[config.mk]
export PLATFORM = sky130hd
export DESIGN_NAME = logicnet_input_quantizer
export DESIGN_NICKNAME = d
export VERILOG_FILES = /design/src/rtl/lnq_pkg.sv /design/src/rtl/lnq_quant_cell.sv /design/src/rtl/logicnet_input_quantizer.sv
export SDC_FILE = /design/constraint.sdc
export NUM_CORES = 1
export LEC_CHECK = 0
export CORE_UTILIZATION = 35
export CTS_CLUSTER_SIZE = 16
export DETAILED_ROUTE_END_ITERATION = 6
export GPL_ROUTABILITY_DRIVEN = 0
export GPL_TIMING_DRIVEN = 0
export MAX_ROUTING_LAYER = met4
export PLACE_DENSITY = 0.57
export SLEW_MARGIN = 20
export SYNTH_ARGS = -nofsm -noshare
export SYNTH_HDL_FRONTEND = slang
export SYNTH_SLANG_ARGS = --single-unit
[constraint.sdc]
create_clock -name clk -period 4.81 [get_ports clk]
set_input_delay 0.962 -clock clk [delete_from_list [all_inputs] [get_ports clk]]
set_output_delay 0.962 -clock clk [all_outputs]
set_load 0.01 [all_outputs]
[src/rtl/lnq_pkg.sv]
// Shared types and the zero-point/shift/clamp quantizer used by logicnet_input_quantizer.
package lnq_pkg;

    typedef enum logic {
        FILL = 1'b0,
        HOLD = 1'b1
    } lnq_state_e;

    localparam int Q_W = 2;

    // Inputs are zero-extended to 32 bits so one function serves any IN_W <= 32.
    function automatic logic [Q_W-1:0] quantize(input logic [31:0] data,
                                                input logic [31:0] zp,
                                                input int unsigned shift);
        logic signed [32:0] d;
        logic        [32:0] q;
        d = $signed({1'b0, data}) - $signed({1'b0, zp});
        if (d < 0) begin
            return '0;
        end
        q = $unsigned(d) >> shift;
        if (q > 33'd3) begin
            return Q_W'(3);
        end
        return q[Q_W-1:0];
    endfunction

endpackage

[src/rtl/lnq_quant_cell.sv]
// Combinational quantizer cell: raw feature word to 2-bit code.
// Zero latency; no flow control of its own.
module lnq_quant_cell
    import lnq_pkg::*;
#(
    parameter int          IN_W  = 16,
    parameter int unsigned ZP    = 0,
    parameter int unsigned SHIFT = 12
) (
    input  logic [IN_W-1:0] data_i,
    output logic [Q_W-1:0]  code_o
);

    assign code_o = quantize(32'(data_i), 32'(ZP), SHIFT);

endmodule

[src/rtl/logicnet_input_quantizer.sv]
// Serial feature stream to packed 2-bit-per-feature frame for the layer0 LUTs.
// Frame valid the cycle after the last beat; input stalls while a frame is held. Optional LNQ_FRAME_CNT_EN adds frame_cnt.
module logicnet_input_quantizer
    import lnq_pkg::*;
#(
    parameter int          N_FEAT = 32,
    parameter int          IN_W   = 16,
    parameter int unsigned ZP     = 0,
    parameter int unsigned SHIFT  = 12
) (
    input  logic                  clk,
    input  logic                  rst,
    input  logic                  s_valid,
    output logic                  s_ready,
    input  logic [IN_W-1:0]       s_data,
    input  logic                  s_last,
    output logic                  m_valid,
    input  logic                  m_ready,
    output logic [Q_W*N_FEAT-1:0] m_data,
`ifdef LNQ_FRAME_CNT_EN
    output logic [15:0]           frame_cnt,
`endif
    output logic                  err
);

    localparam int IDX_W = (N_FEAT > 1) ? $clog2(N_FEAT) : 1;
    localparam int V_W   = Q_W * N_FEAT;
    localparam logic [IDX_W-1:0] LAST_IDX = IDX_W'(N_FEAT - 1);

    lnq_state_e       state_q, state_d;
    logic [IDX_W-1:0] idx_q, idx_d;
    logic [V_W-1:0]   shadow_q, shadow_d;
    logic [V_W-1:0]   mdata_q, mdata_d;
    logic             err_q, err_d;
    logic [Q_W-1:0]   code;

    lnq_quant_cell #(
        .IN_W (IN_W),
        .ZP   (ZP),
        .SHIFT(SHIFT)
    ) u_quant (
        .data_i(s_data),
        .code_o(code)
    );

    always_comb begin
        state_d  = state_q;
        idx_d    = idx_q;
        shadow_d = shadow_q;
        mdata_d  = mdata_q;
        err_d    = err_q;
        s_ready  = 1'b0;
        m_valid  = 1'b0;
        unique case (state_q)
            FILL: begin
                s_ready = 1'b1;
                if (s_valid) begin
                    shadow_d[int'(idx_q)*Q_W +: Q_W] = code;
                    if (idx_q == LAST_IDX) begin
                        // A missing s_last is flagged, but the full frame is still delivered.
                        mdata_d = shadow_d;
                        state_d = HOLD;
                        idx_d   = '0;
                        if (!s_last) begin
                            err_d = 1'b1;
                        end
                    end else if (s_last) begin
                        err_d = 1'b1;
                        idx_d = '0;
                    end else begin
                        idx_d = idx_q + 1'b1;
                    end
                end
            end
            HOLD: begin
                m_valid = 1'b1;
                if (m_ready) begin
                    state_d = FILL;
                end
            end
            default: state_d = FILL;
        endcase
    end

    always_ff @(posedge clk or posedge rst) begin
        if (rst) begin
            state_q  <= FILL;
            idx_q    <= '0;
            shadow_q <= '0;
            mdata_q  <= '0;
            err_q    <= 1'b0;
        end else begin
            state_q  <= state_d;
            idx_q    <= idx_d;
            shadow_q <= shadow_d;
            mdata_q  <= mdata_d;
            err_q    <= err_d;
        end
    end

    assign m_data = mdata_q;
    assign err    = err_q;

`ifdef LNQ_FRAME_CNT_EN
    logic [15:0] cnt_q;

    always_ff @(posedge clk or posedge rst) begin
        if (rst) begin
            cnt_q <= '0;
        end else if (m_valid && m_ready) begin
            cnt_q <= cnt_q + 16'd1;
        end
    end

    assign frame_cnt = cnt_q;
`endif

endmodule
==> results.sh <==
export IMPL_fp_dieW_um=137.1
export IMPL_seq_area_frac_synth_pct=52.91
export IMPL_root_buffer="clkbuf_16"
export IMPL_max_slew_margin_pct=25.44
export IMPL_pre_cts_ws_ns=0.7255
export IMPL_holdPathStages=1
export IMPL_num_vias=5453
export IMPL_leakagePower_nw=3.487
export IMPL_synth_main_ff_cell="dfrtp_1"
export IMPL_critPathKind="reg2reg"
export IMPL_numCtsBuffers=17
export IMPL_synth_edff_count=0
export IMPL_route_met2_wl_mm=9.375
export IMPL_status="finished clean"
export IMPL_min_period_ns=4.201
export IMPL_reg2reg_from="idx_q[0]"
export IMPL_port_buffers=75
export IMPL_grt_max_degree=82
export IMPL_die_h_um=137.1
export IMPL_grt_pass1_wl_mm=31.03
export IMPL_ys_ff_latch=135
export IMPL_slowest_stage="nor2_1"
export IMPL_async_flop_share_pct=100.0
export IMPL_max_freq_mhz=238.0
export IMPL_clock_latency_ns=0.43
export IMPL_die_area_sq_mm=0.01879
export IMPL_nNetsFinal=747
export IMPL_avgViaCountPerCell=5.657
export IMPL_clock_sinks=135
export IMPL_fin_ws_ns=0.6086
export IMPL_syn_avg_cell_area_sq_um=10.18
export IMPL_p_per_area_mw_per_mm2=389.6
export IMPL_required_ns=5.12
export IMPL_met3WireLength_mm=1.335
export IMPL_io_pins=88
export IMPL_ir_drop_mv=0.2489
export IMPL_synth_nets=652
export IMPL_reg2reg_to="shadow_q[21]"
export IMPL_rsz0062_at_grt="no"
export IMPL_maxUsedRoutingLayer="met4"
export IMPL_cp_max_fo=10
export IMPL_yosysWarnings=0
export IMPL_period_share_pct=87.35
export IMPL_antenna_found_initial=0
export IMPL_h_tree_depth=4
export IMPL_initial_core_util_pct=35.67
export IMPL_final_cell_mix="135 x dfrtp_1, 91 x nand2_1, 75 x clkdlybuf4s50_1, 48 x nor2_1, 42 x nand3_1"
export IMPL_cts_resized=0
export IMPL_grt_total_usage_pct=23.30
export IMPL_hold_start="err"
export IMPL_nFillCells=1719
export IMPL_mostFrequentLayoutCell="dfrtp_1"
export IMPL_worstRegToRegCells=13
export IMPL_fin_util_pct=44.86
export IMPL_cts_max_path_buffers=2
export IMPL_finalClockSkew_ns=0.008331
export IMPL_rrSetupSlack_ns=0.61
export IMPL_postRouteAntennaNets=0
export IMPL_synth_area_sq_mm=0.006385
export IMPL_synthToLayoutAreaGrowth_pct=25.77
export IMPL_grt_pass1_vias=5475
export IMPL_clk_pin_slew_worst_paths_ns=0.06
export IMPL_worstHoldPathType="reg2reg"
export IMPL_cp_end_kind="register"
export IMPL_cts_tree="yes"
export IMPL_hold_buffers=0
export IMPL_cts_setup_buffers=0
export IMPL_rows=49
export IMPL_overflow=0
export IMPL_drive_gt1_share_pct=12.93
export IMPL_max_cap_violations=0
export IMPL_drt_first_pass_iters=5
export IMPL_wl_per_cell_um=20.71
export IMPL_routed_wl_mm=19.96
export IMPL_core_area_sq_mm=0.01790
export IMPL_drtIter0Drc=458
export IMPL_slew_violations=0
export IMPL_ys_types=50
export IMPL_insertedDiodeCount=0
export IMPL_seqCellArea_sq_mm=0.003378
export IMPL_dp_final_hpwl_mm=13.91
export IMPL_wl_met1_mm=8.673
export IMPL_worstMarginPinSlew_ns=1.114
export IMPL_start_kind="register"
export IMPL_drc_errors=0
export IMPL_finalSetupViolCount=0
export IMPL_crit_chain="buf_2 -> inv_1 -> ha_1 -> clkbuf_1 -> nand2b_1 -> nor2_1 -> ha_1 -> clkbuf_1 -> o311a_1 -> a31oi_1 -> nor2_1 -> nand3_1 -> mux2_2"
export IMPL_synthCells=627
export IMPL_hold_end="err"
export IMPL_slowest_delay_ns=0.91
export IMPL_multi_input_area_sq_mm=0.002738
export IMPL_hold_violations=0
export IMPL_arrival_ns=4.51
-- how the worst max path moves through the flow --
stage                         from      endpoint  cells after the start
after global placement         rst    m_data[48]                      2
after global routing      idx_q[0]  shadow_q[21]                     13
final                     idx_q[0]  shadow_q[21]                     13
after floorplan                rst           err                      1
after detailed placement  idx_q[0]  shadow_q[21]                     13
after CTS                 idx_q[0]  shadow_q[21]                     13
-- critical path: cells and delay by family, from the launching register on --
kind	cells	cell delay, ns
fa+ha+maj	2	0.49
buf+inv	4	0.93
mux	1	0.35
flops	1	0.52
compound gates	2	0.36
simple gates	4	1.43
-- layout make-up --
cell class                      instances  share of cell area, %
Clock buffer                           19                  5.516
Buffer                                 41                  2.368
Tap cell                              229                  3.568
Sequential cell                       135                  42.07
Multi-Input combinational cell        430                  34.09
Inverter                               21                  1.075
Clock inverter                         13                  1.620
Timing Repair Buffer                   76                  9.691
-- registers in the layout, indices dropped and copies added, names as in the netlist --
register / cells
m_data: 64
err: 1
idx_q: 5
state_q: 1
shadow_q: 64
-- cells in the mapped netlist, types with 2 or more instances --
library cell  instances  area share, %
o221ai_1             16            2.2
a21oi_1              13            1.0
inv_1                21            1.2
nor3_1               27            2.1
nand4_1               3           0.29
a31oi_1               4           0.39
a221o_1              28            4.4
buf_6                 3           0.53
nor2_1               48            2.8
buf_1                 4           0.24
nor3_2                3           0.47
nand2_1              91            5.3
nor2b_1               4           0.39
dfrtp_1             135             53
and3_1                2           0.20
o21ai_0              34            2.7
nand2b_1              5           0.49
nand3_1              42            3.3
nor4_1                4           0.39
clkbuf_1             23            1.4
buf_2                11           0.86
or2_1                 2           0.20
xor2_1                2           0.27
o31ai_1               3           0.35
mux2_2               36            6.3
mux2i_1              15            2.4
or3_1                 3           0.29
ha_1                  4           0.78
a22oi_1               6           0.71
and2_1                7           0.69
o211ai_1              9            1.1
-- per-stage QoR --
stage	power (mW)	std cells	hold WS, ns	area [sq um]	setup TNS [ns]
finish	3.129	964	0.4703	8030	0
global route	3.258	964	0.4851	8030	0
CTS	3.142	964	0.4789	8030	0
detailed placement	1.867	932	0.4646	7457	0
global placement	1.841	931	0.4432	7422	-212.15
floorplan	1.676	627	0.4488	6385	0
-- where the power goes --
part / leakage [nW] / internal (mW) / switching, mW / total (mW)
registers: 1.78 / 1.24 / 0.0635 / 1.31
logic: 1.43 / 0.164 / 0.386 / 0.550
clock network: 0.279 / 0.771 / 0.499 / 1.27
total: 3.49 / 2.18 / 0.949 / 3.13
-- metal layers --
metal  track usage (%)  up-vias
met5                 -        -
met4             10.81        0
met3             3.889       44
met2             35.41      246
met1             30.34     2704
li1                  -     2459
-- kinds of logic after synthesis --
family                   count (synthesis)  share of synthesized area, %
flip-flops                             135                         52.91
adder cells (fa/ha/maj)                  4                        0.7839
buffers and inverters                   62                         4.213
multiplexers                            51                         8.701
AND/OR/NAND/NOR                        250                         18.58
AO/OA/AOI/OAI                          122                         14.40
XOR/XNOR                                 3                        0.4116
Note: power is estimated with default switching activity, not from simulation.
